==> src/rtl/fb_slave_regs.sv <==
// FlexBus-style multiplexed address/data slave: NREG read/write control registers
// and NREG read-only status words, with a fixed wait-state count before acknowledge.
module fb_slave_regs #(
    parameter int NREG     = 4,
    parameter int AW       = 4,
    parameter int WAIT_CYC = 2
) (
    input  logic               CLK,
    input  logic               RST,
    input  logic               fb_csn,
    input  logic               fb_ale,
    input  logic               fb_rwn,
    input  logic [31:0]        fb_ad_i,
    output logic [31:0]        fb_ad_o,
    output logic               fb_ad_oe,
    output logic               fb_tan,
    output logic [NREG*32-1:0] ctrl_q,
    input  logic [NREG*32-1:0] sts_i,
    output logic [NREG-1:0]    wr_pulse
);

    typedef enum logic [1:0] {
        S_IDLE,
        S_WAIT,
        S_ACK,
        S_DONE
    } state_t;

    state_t         state_reg;
    logic [3:0]     cnt_reg;
    logic [AW-1:0]  addr_reg;
    logic           rwn_reg;
    logic [31:0]    rd_data_reg;
    logic           oe_reg;
    logic           tan_reg;

    logic [AW-1:0]  addr_in;
    logic [31:0]    rd_mux;
    logic           start;
    logic           wr_commit;

    assign addr_in   = fb_ad_i[AW+1:2];
    assign start     = !fb_csn && fb_ale;
    // The write lands on the ACK edge even if CSn rises there.
    assign wr_commit = (state_reg == S_ACK) && !rwn_reg;

    always_comb begin
        rd_mux = '0;
        for (int k = 0; k < NREG; k++) begin
            if (addr_in == AW'(k))
                rd_mux = ctrl_q[32*k +: 32];
            if (addr_in == AW'(k + NREG))
                rd_mux = sts_i[32*k +: 32];
        end
    end

    always_ff @(posedge CLK) begin
        if (RST) begin
            state_reg   <= S_IDLE;
            cnt_reg     <= '0;
            addr_reg    <= '0;
            rwn_reg     <= 1'b1;
            rd_data_reg <= '0;
            oe_reg      <= 1'b0;
            tan_reg     <= 1'b1;
        end else begin
            case (state_reg)
                S_IDLE: begin
                    if (start) begin
                        addr_reg <= addr_in;
                        rwn_reg  <= fb_rwn;
                        cnt_reg  <= 4'(WAIT_CYC);
                        oe_reg   <= fb_rwn;
                        if (fb_rwn)
                            rd_data_reg <= rd_mux;
                        if (WAIT_CYC == 0) begin
                            state_reg <= S_ACK;
                            tan_reg   <= 1'b0;
                        end else begin
                            state_reg <= S_WAIT;
                        end
                    end
                end
                S_WAIT: begin
                    if (fb_csn) begin
                        state_reg <= S_IDLE;
                        oe_reg    <= 1'b0;
                    end else if (cnt_reg == 4'd1) begin
                        state_reg <= S_ACK;
                        tan_reg   <= 1'b0;
                    end else begin
                        cnt_reg <= cnt_reg - 4'd1;
                    end
                end
                S_ACK: begin
                    tan_reg   <= 1'b1;
                    oe_reg    <= 1'b0;
                    state_reg <= fb_csn ? S_IDLE : S_DONE;
                end
                S_DONE: begin
                    if (fb_csn)
                        state_reg <= S_IDLE;
                end
                default: state_reg <= S_IDLE;
            endcase
        end
    end

    genvar gi;
    generate
        for (gi = 0; gi < NREG; gi++) begin : g_ctrl
            logic [31:0] q_reg;
            logic        pulse_reg;
            logic        hit;

            assign hit = wr_commit && (addr_reg == AW'(gi));

            always_ff @(posedge CLK) begin
                if (RST) begin
                    q_reg     <= '0;
                    pulse_reg <= 1'b0;
                end else begin
                    pulse_reg <= hit;
                    if (hit)
                        q_reg <= fb_ad_i;
                end
            end

            assign ctrl_q[32*gi +: 32] = q_reg;
            assign wr_pulse[gi]        = pulse_reg;
        end
    endgenerate

    assign fb_ad_o  = rd_data_reg;
    assign fb_ad_oe = oe_reg;
    assign fb_tan   = tan_reg;

endmodule

==> config.mk <==
export PLATFORM = sky130hd
export DESIGN_NAME = fb_slave_regs
export DESIGN_NICKNAME = d
export VERILOG_FILES = /design/src/rtl/fb_slave_regs.sv
export SDC_FILE = /design/constraint.sdc
export NUM_CORES = 1
export LEC_CHECK = 0
export ABC_AREA = 1
export CORE_UTILIZATION = 44
export CTS_BUF_LIST = sky130_fd_sc_hd__clkbuf_16
export DETAILED_ROUTE_END_ITERATION = 10
export GPL_TIMING_DRIVEN = 1
export MAX_ROUTING_LAYER = met4
export PLACE_DENSITY = 0.81
export SLEW_MARGIN = 20
export SYNTH_ARGS = -nofsm -noshare
export SYNTH_HDL_FRONTEND = slang
export SYNTH_SLANG_ARGS = --single-unit
==> constraint.sdc <==
create_clock -name CLK -period 1.9 [get_ports CLK]
set_input_delay 0.57 -clock CLK [delete_from_list [all_inputs] [get_ports CLK]]
set_output_delay 0.57 -clock CLK [all_outputs]
set_load 0.01 [all_outputs]
==> reports/metrics.yaml, run 1 <==
pwr:
  switchingPower_mw: 2.20
  peakVddDrop_uv: 638
  p_leak_nw: 6.26
  p_sw_share_pct: 26.6
  finalPower_mw: 8.26
  p_int_mw: 6.06
  seqPwrFrac_pct: 46.1
  p_clk_share_pct: 38.5
  combinationalPowerShare_pct: 15.4
  power_per_cell_area_nw_per_um2: 638
clock_network:
  ctsLongestPathBuffers: 2
  cts_tree: "built"
  clk_latency_ns: 0.43
  cts_htree_levels: 4
  cts_sinks: 177
  clockRootBuffer: "clkbuf_16"
  cts_buffers: 17
  cts_hold_buf: 0
  clk_pin_slew_ns: 0.07
grt:
  track_usage_pct: 35.5
  grt_max_degree: 47
  globalRouteOverflowTotal: 0
  antenna_found_initial: 0
  grt_first_pass_wirelength_mm: 51.5
  grt_pass1_vias: 9427
sta:
  tightest_slew_ns: 0.327
  fin_skew_ns: 0.0107
  fmax_ghz: 0.538
  fin_crit_ns: 1.86
  finalHoldViolCount: 0
  finalSetupViolations: 0
  relSlewSlack_pct: 78.2
  grt_setup_unrepaired: "true"
  finalCritPeriodShare_pct: 97.8
  final.setup.tns_ns: 0
  final_max_slew_viol_count: 0
  holdWs_ns: 0.452
run_status:
  status: "complete, no violations"
synth:
  synth_ff_type: "dfxtp_1"
  netlist_instances: 1255
  syn_avg_cell_area_um2: 6.63
  synthArstFlopShare_pct: 0
  synth.distinct_cells: 26
  yosysTopAreaCell: "dfxtp_1"
  yosys-top-cells-area: "dfxtp_1 43%, nor2_1 15%, nand3_1 8.1%, nand2_1 8.0%, o21ai_0 4.5%"
  yosysMostFrequentCell: "nor2_1"
  ys_seq_area_share_pct: 42.6
  syn-num-nets: 1427
  ys_warn_count: 0
  synthTopCellsByCount: "333 x nor2_1, 178 x nand2_1, 177 x dfxtp_1"
  synth_top_area_share_pct: 42.6
  ys_ff_latch: 177
  syn_area_um2: 8320
  synth_edf_count: 0
placed_design:
  gp_congestion: 0.938
  hpwl_mm: 24.5
  portBuffers: 330
floorplanning:
  die_h_um: 140
  die_w_um: 140
  dieArea_um2: 19500
  io_pins: 331
  row_count: 49
  core_region_area_um2: 18300
  start_util_pct: 45.5
final_layout:
  n_fill_cell: 1549
  multiInputGateArea_um2: 4200
  utilization_pct: 70.9
  seqCellArea_um2: 3540
  largest_reg_flops: 128
  area_growth_pct: 55.6
  n_antenna_cell: 0
  fin_nets: 1780
  drive_gt1_share_pct: 9.25
flow_run:
  cap_violations: 0
worst_setup_path:
  cp_slowest_stage_delay_ns: 0.54
  crit_type: "register to output port"
  cp-start-kind: "register"
  worst_ep_arrival_time_ns: 1.29
  crit_path_end_kind: "output port"
  crit_fanout: 2
  critPathTopFamily: "buffers and inverters"
  crit_required_ns: 1.33
  path_cells: "clkdlybuf4s50_1"
  crit_buf_inv: 1
  cp_slowest_cell: "clkdlybuf4s50_1"
detailed_routing:
  dr.pass1.iters: 7
  routedWlPerCell_um: 18.5
  drt_iter0_drc: 704
  wirelength_mm: 34.2
  via_per_inst: 5.57
  vias: 10300
  ant_nets: 0
  route.detailed.drc: 0
hold_path:
  hold_class: "register to register"
==> cell type report <==
cell class	count	area share, %
multi-input combinational	929	32.4
timing repair buffer	424	32.2
sequential	177	27.4
clock buffer	17	3.29
tap	229	2.21
inverter	59	1.72
clock inverter	15	0.754
==> final timing paths <==
check / start / end / slack [ns] / cells past startpoint
max: fb_ad_o[28]$_SDFFE_PP0P_ / fb_ad_o[28] / 0.04 / 1
min: fb_ad_o[15]$_SDFFE_PP0P_ / fb_ad_o[15]$_SDFFE_PP0P_ / 0.45 / 2
max reg2reg: state_reg[0]$_SDFFE_PP0P_ / g_ctrl[0].q_reg[30]$_SDFFE_PP0P_ / 0.15 / 8
min reg2reg: fb_ad_o[15]$_SDFFE_PP0P_ / fb_ad_o[15]$_SDFFE_PP0P_ / 0.45 / 2
==> power groups by stage <==
stage | logic [mW] | registers, mW | clock network (mW)
floorplan | 0.516 | 3.89 | 0
global placement | 1.23 | 3.89 | 0
detailed placement | 1.26 | 3.89 | 0
CTS | 1.26 | 3.81 | 3.21
global route | 1.38 | 3.81 | 3.38
finish | 1.27 | 3.81 | 3.18
==> placed cells by master, fill, tap and decap left out, drive strengths merged <==
| master | n |
|---|---|
| nor2 | 337 |
| nand2 | 179 |
| dfxtp | 177 |
| clkdlybuf4s50 | 168 |
| dlygate4sd2 | 142 |
| o21ai | 138 |
| nand3 | 135 |
| buf | 94 |
| inv | 61 |
| a21oi | 58 |
| nand4 | 37 |
| nor3 | 34 |
| dlymetal6s2s | 20 |
| clkbuf | 17 |
| ha | 7 |
| clkinvlp | 7 |
| clkinv | 6 |
| xor2 | 1 |
| or2 | 1 |
| a311oi | 1 |
| o31ai | 1 |
==> layer usage <==
metal / part of all wire (%) / GRT usage, % / vias up
met3: 9.4 / 7.47 / 107
met2: 47 / 58.1 / 614
li1: - / - / 4824
met1: 39 / 41.2 / 4755
met4: 4.2 / 18.1 / 0
met5: 0 / - / -
==> per-stage QoR <==
stage               instance area (µm²)  cells  setup slack, ns
floorplan                          8320   1255            0.280
global placement                  12500   1816           -0.302
detailed placement                12500   1816           -0.345
CTS                               12900   1850          0.00471
global route                      12900   1850          -0.0113
finish                            12900   1850           0.0417
==> timing repair <==
item / 4_1_cts / 5_1_grt
buffers inserted: 2 / 0
resized for setup: 144 / 21
pin swaps: 2 / 1
setup endpoints to repair: 205 / 48
==> cell families (layout without fill, tap and decap cells) <==
logic type / Yosys count / count (layout) / synth area share, %
and+or+nand+nor: 723 / 723 / 36.7
AOI/OAI and AO/OA: 198 / 198 / 12.0
DFF: 177 / 177 / 42.6
buffers and inverters: 149 / 515 / 7.55
adders and majority gates: 7 / 7 / 1.05
xor gates and xnor gates: 1 / 1 / 0.105
Power figures use the tool's default switching activity.
==> run 2, diff against run 1 <==
--- a/config.mk
+++ b/config.mk
@@ -12,6 +12,7 @@
 export GPL_TIMING_DRIVEN = 1
 export MAX_ROUTING_LAYER = met4
 export PLACE_DENSITY = 0.81
+export SETUP_SLACK_MARGIN = 0.1
 export SLEW_MARGIN = 20
 export SYNTH_ARGS = -nofsm -noshare
 export SYNTH_HDL_FRONTEND = slang
==> run 2 against run 1 <==
  * Critical path depth grew 8
  * Via count decreased by 0.27%
  * Hold slack hardly changed
  * Highest routed layer unchanged
  * Design area grew 0.45%
  * Global-route usage is 0.32 points higher
  * Combinational power barely moved
  * Final cell count is 0.38% higher
  * Core utilization increased by 0.32 points
==> reports/metrics.yaml, run 2 (same netlist as run 1, synthesis figures left out) <==
placed_design:
  gp_congestion: 0.938  # unchanged
  hpwl_mm: 24.5  # unchanged
  portBuffers: 330  # unchanged
clock_network:
  cts_htree_levels: 4  # unchanged
  cts_buffers: 17  # unchanged
  clk_latency_ns: 0.43  # about the same
  cts_sinks: 177  # unchanged
  clk_pin_slew_ns: 0.07  # about the same
  cts_hold_buf: 0  # unchanged
  cts_tree: "built"
  clockRootBuffer: "clkbuf_16"
  ctsLongestPathBuffers: 2  # unchanged
pwr:
  seqPwrFrac_pct: 46.1  # about the same
  p_leak_nw: 6.09  # -2.8%
  peakVddDrop_uv: 636  # -0.22%
  switchingPower_mw: 2.20  # +0.25%
  finalPower_mw: 8.27  # +0.14%
  combinationalPowerShare_pct: 15.6  # +0.2 points
  power_per_cell_area_nw_per_um2: 636  # -0.31%
  p_clk_share_pct: 38.4  # about the same
  p_int_mw: 6.07  # +0.10%
  p_sw_share_pct: 26.6  # +0.027 points
detailed_routing:
  routedWlPerCell_um: 18.7  # +1.2%
  wirelength_mm: 34.7  # +1.6%
  via_per_inst: 5.53  # -0.65%
  vias: 10300  # -0.27%
  drt_iter0_drc: 898  # +28%
  dr.pass1.iters: 8  # +1
  route.detailed.drc: 0  # unchanged
  ant_nets: 0  # unchanged
sta:
  relSlewSlack_pct: 77.9  # -0.27 points
  finalCritPeriodShare_pct: 91.9  # -5.9 points
  fmax_ghz: 0.572  # +6.4%
  fin_crit_ns: 1.75  # -0.111 ns
  fin_skew_ns: 0.0130  # +0.00238 ns
  final_max_slew_viol_count: 0  # unchanged
  tightest_slew_ns: 0.330  # +0.00285 ns
  finalHoldViolCount: 0  # unchanged
  finalSetupViolations: 0  # unchanged
  grt_setup_unrepaired: "true"
  holdWs_ns: 0.452  # -0.0000310 ns
grt:
  antenna_found_initial: 1  # +1
  track_usage_pct: 35.9  # +0.32 points
  grt.met3_usage_pct: 7.36  # -0.10 points
  grtUsageMet1_pct: 41.5  # +0.37 points
  grt_pass1_vias: 9496  # +0.73%
  grt.busiest_layer: "met2"
  grt_max_degree: 47  # unchanged
  grt_first_pass_wirelength_mm: 51.9  # +0.80%
  grt_use_met2_pct: 58.3  # +0.16 points
  globalRouteOverflowTotal: 0  # unchanged
worst_setup_path:
  crit_path_end_kind: "register"
  crit_buf_inv: 4  # +3
  crit_type: "register to register"
  cp_slowest_cell: "dfxtp_1"
  path_cells: "inv_2 -> ha_2 -> inv_2 -> nor2_4 -> nand4_1 -> buf_4 -> buf_4 -> o21ai_0 -> nor2_1"
  critPathTopFamily: "buffers and inverters"
  worst_ep_arrival_time_ns: 2.06  # +0.77 ns
  cp_slowest_stage_delay_ns: 0.35  # -0.19 ns
  crit_fanout: 12  # +10
  cp-start-kind: "register"
  crit_required_ns: 2.21  # +0.88 ns
final_layout:
  fin_nets: 1786  # +0.34%
  layout_commonest_cell: "nor2_1"
  mostFrequentLayoutCells: "330 x nor2_1, 177 x nand2_1, 175 x dfxtp_1, 168 x dlygate4sd2_1, 161 x clkdlybuf4s50_1"
  area_growth_pct: 56.3
  drive_gt1_share_pct: 9.77  # +0.52 points
  largest_reg_flops: 128  # unchanged
flow_run:
  cap_violations: 0  # unchanged
floorplanning:
  start_util_pct: 45.5  # unchanged
  die_h_um: 140  # unchanged
  dieArea_um2: 19500  # unchanged
  die_w_um: 140  # unchanged
  row_count: 49  # unchanged
  core_region_area_um2: 18300  # unchanged
  io_pins: 331  # unchanged
run_status:
  status: "complete, no violations"
hold_path:
  hold_class: "register to register"
==> run 2: changes by cell type in the layout (fill, tap and decap cells not counted), sizes merged <==
cell           change
buf                +6
diode              +1
clkdlybuf4s50      -7
dlygate4sd2       +26
dlymetal6s2s      -19
==> run 2: repair_timing <==
item / CTS / global route
endpoints found under the setup margin: 269 / 157
cloned: 1 / 1
buffers inserted: 4 / 2
pin swaps: 4 / 6
gates resized for setup: 172 / 22
==> run 2: area by class of cell <==
class | count | area, µm²
antenna | 1 | 2.50
clock buffer | 17 | 425
clock inverter | 15 | 97.6
fill | 1536 | 5270
inverter | 59 | 223
multi-input combinational | 929 | 4210
sequential | 177 | 3550
tap | 229 | 287
timing repair buffer | 430 | 4220
==> run 2: path summary, 6_finish.rpt <==
check | from | end | slack, ns | cells after the start
max | state_reg[0]$_SDFFE_PP0P_ | g_ctrl[0].q_reg[9]$_SDFFE_PP0P_ | 0.15 | 9
max reg2reg | state_reg[0]$_SDFFE_PP0P_ | g_ctrl[0].q_reg[9]$_SDFFE_PP0P_ | 0.15 | 9
min | fb_ad_o[15]$_SDFFE_PP0P_ | fb_ad_o[15]$_SDFFE_PP0P_ | 0.45 | 2
min reg2reg | fb_ad_o[15]$_SDFFE_PP0P_ | fb_ad_o[15]$_SDFFE_PP0P_ | 0.45 | 2
==> run 2: layer usage <==
| layer | share of wire, % | up-vias |
|---|---|---|
| li1 | - | 4829 |
| met1 | 39 | 4714 |
| met2 | 47 | 611 |
| met3 | 9.6 | 118 |
| met4 | 4.4 | 0 |
| met5 | 0 | - |
==> run 2: through the flow <==
| step | instances | area, µm² | util, % | TNS, ns | worst slack (ns) |
|---|---|---|---|---|---|
| final | 1857 | 13000 | 71.2 | 0 | 0.153 |
| after global routing | 1857 | 13000 | 71.2 | 0 | 0.0465 |
| after CTS | 1853 | 12900 | 70.7 | 0 | 0.106 |
| after detailed placement | 1816 | 12500 | 68.6 | -10.87 | -0.345 |
| after global placement | 1816 | 12500 | 68.6 | -9.12 | -0.302 |
| after floorplan | 1255 | 8320 | - | 0 | 0.280 |
==> run 2: worst min-delay path, cell delays in order, from the launching register on <==
cell     delay (ns)
dfxtp_1        0.31
nand2_1        0.06
nand2_1        0.04
==> run 2: power by group through the flow <==
stage	clock network [mW]	registers [mW]	logic (mW)
6_report	3.18	3.81	1.29
2_1_floorplan	0	3.89	0.516
4_1_cts	3.21	3.81	1.26
5_1_grt	3.38	3.81	1.39
3_3_place_gp	0	3.89	1.23
3_5_place_dp	0	3.89	1.26
==> run 3, diff against run 2 <==
--- a/config.mk
+++ b/config.mk
@@ -6,12 +6,12 @@
 export NUM_CORES = 1
 export LEC_CHECK = 0
 export ABC_AREA = 1
-export CORE_UTILIZATION = 44
+export CORE_UTILIZATION = 40
 export CTS_BUF_LIST = sky130_fd_sc_hd__clkbuf_16
 export DETAILED_ROUTE_END_ITERATION = 10
+export DONT_BUFFER_PORTS = 1
 export GPL_TIMING_DRIVEN = 1
 export MAX_ROUTING_LAYER = met4
-export PLACE_DENSITY = 0.81
 export SETUP_SLACK_MARGIN = 0.1
 export SLEW_MARGIN = 20
 export SYNTH_ARGS = -nofsm -noshare
==> run 3 against run 2 <==
  * Clock power increased by 11%
  * Critical path type unchanged
  * Global-route usage is 6.7 points lower
  * Setup slack better by 0.086 ns
  * Design area is 27% lower
==> reports/metrics.yaml, run 3 (same netlist as run 1, synthesis figures left out) <==
clock_network:
  clk_pin_slew_ns: 0.07  # about the same
  cts_tree: "built"
  clk_latency_ns: 0.44  # about the same
  clockRootBuffer: "clkbuf_16"
  ctsLongestPathBuffers: 2  # unchanged
  cts_sinks: 177  # unchanged
  cts_htree_levels: 4  # unchanged
  cts_hold_buf: 0  # unchanged
  cts_buffers: 17  # unchanged
final_layout:
  layout_commonest_cell: "nor2_1"
  mostFrequentLayoutCells: "327 x nor2_1, 177 x dfxtp_1, 176 x nand2_1, 133 x nand3_1, 75 x o21ai_0"
  n_antenna_cell: 0  # -1
  fin_nets: 1399  # -22%
  multiInputGateArea_um2: 4220  # +0.39%
  seqCellArea_um2: 3540  # about the same
  largest_reg_flops: 128  # unchanged
  n_fill_cell: 2135  # +39%
  area_growth_pct: 14.0
  drive_gt1_share_pct: 8.79  # -0.98 points
placed_design:
  gp_congestion: 0.914  # -2.6%
  hpwl_mm: 21.6  # -12%
  portBuffers: 0  # -100%
worst_setup_path:
  cp_slowest_stage_delay_ns: 0.31  # -0.04 ns
  crit_fanout: 18  # +6
  crit_buf_inv: 4  # unchanged
  worst_ep_arrival_time_ns: 2.02  # -0.04 ns
  crit_start: "state_reg[0]$_SDFFE_PP0P_"
  crit_path_end_kind: "register"
  path_cells: "inv_1 -> ha_1 -> inv_2 -> nor2_4 -> nand4_1 -> inv_2 -> buf_12 -> o21ai_0 -> a21oi_1"
  cp-start-kind: "register"
  crit_required_ns: 2.26  # +0.05 ns
  cp_slowest_cell: "dfxtp_1"
  crit_type: "register to register"
  crit-reg2reg-launch: "state_reg[0]$_SDFFE_PP0P_"
  cpMostUsedCell: "inv_2"
  critPathTopFamily: "buffers and inverters"
detailed_routing:
  routedWlPerCell_um: 20.1  # +7.6%
  wirelength_mm: 30.4  # -13%
  dr.pass1.iters: 7  # -1
  drt_iter0_drc: 507  # -44%
  via_per_inst: 5.50  # -0.53%
  route.detailed.drc: 0  # unchanged
  ant_nets: 0  # unchanged
  vias: 8308  # -19%
sta:
  finalSetupViolations: 0  # unchanged
  holdWs_ns: 0.201  # -0.250 ns
  fin_skew_ns: 0.0125  # -0.000506 ns
  fin_crit_ns: 1.66  # -0.0859 ns
  fmax_ghz: 0.602  # +5.2%
  grt_setup_unrepaired: "true"
  tightest_slew_ns: 0.425  # +0.0946 ns
  final.setup.tns_ns: 0  # unchanged
  relSlewSlack_pct: 71.7  # -6.2 points
  final_max_slew_viol_count: 0  # unchanged
  finalHoldViolCount: 0  # unchanged
  finalCritPeriodShare_pct: 87.4  # -4.5 points
pwr:
  power_per_cell_area_nw_per_um2: 856  # +35%
  p_leak_nw: 3.79  # -38%
  peakVddDrop_uv: 569  # -11%
grt:
  grt_first_pass_wirelength_mm: 46.4  # -11%
  antenna_found_initial: 0  # -1
  grt_pass1_vias: 7854  # -17%
  globalRouteOverflowTotal: 0  # unchanged
  grt_max_degree: 60  # +28%
  track_usage_pct: 29.2  # -6.7 points
floorplanning:
  start_util_pct: 41.0  # -4.6 points
  die_w_um: 146  # +4.8%
  row_count: 52  # +6.1%
  dieArea_um2: 21400  # +9.9%
  io_pins: 331  # unchanged
  core_region_area_um2: 20300  # +11%
  die_h_um: 146  # +4.8%
hold_path:
  hold_class: "primary input to register"
  hp-start: "RST"
flow_run:
  cap_violations: 0  # unchanged
run_status:
  status: "complete, no violations"
## run 3: final timing paths
path	cells past startpoint	slack (ns)	to
max reg2reg	9	0.24	g_ctrl[3].q_reg[2]$_SDFFE_PP0P_
min reg2reg	2	0.49	rwn_reg$_SDFFE_PP1P_
min	1	0.20	state_reg[1]$_SDFFE_PP0P_
max	9	0.24	g_ctrl[3].q_reg[2]$_SDFFE_PP0P_
## run 3: per-layer routing
metal  wire length [µm]  part of all wire [%]  vias up  GRT usage [%]
li1                   -                     -     4056              -
met1              12200                    40     3836           33.5
met2              14500                    48      368           47.7
met3               2960                   9.8       48           9.28
met4                704                   2.3        0           10.4
met5                  0                     0        -              -
## run 3: where the power goes
part           total [mW]  switching, mW  internal, mW
logic               0.770          0.506         0.264
clock network        3.53           1.58          1.96
registers            3.82         0.0475          3.77
total                8.12           2.13          5.99
## run 3: final cells by class
| cell class | count | area share (%) |
|---|---|---|
| Inverter | 59 | 2.37 |
| Timing Repair Buffer | 43 | 6.04 |
| Tap cell | 270 | 3.56 |
| Clock buffer | 17 | 4.48 |
| Sequential cell | 177 | 37.4 |
| Clock inverter | 15 | 1.66 |
| Multi-Input combinational cell | 929 | 44.5 |
## run 3: what timing repair did
item,4_1_cts,5_1_grt
setup buffers,0,1
gates resized for setup,0,11
setup endpoints to repair,0,145
hold endpoints to repair,0,0
## run 3: per-stage QoR
step | setup WS, ns | total power, mW | utilization, % | std cells | area, µm²
after detailed placement | 0.0849 | 4.65 | 43.7 | 1477 | 8860
after global routing | 0.0943 | 8.42 | 46.7 | 1510 | 9490
after global placement | 0.0914 | 4.64 | 43.7 | 1477 | 8860
after floorplan | 0.280 | 4.41 | - | 1255 | 8320
final | 0.239 | 8.12 | 46.7 | 1510 | 9490
after CTS | 0.140 | 8.15 | 46.5 | 1509 | 9440
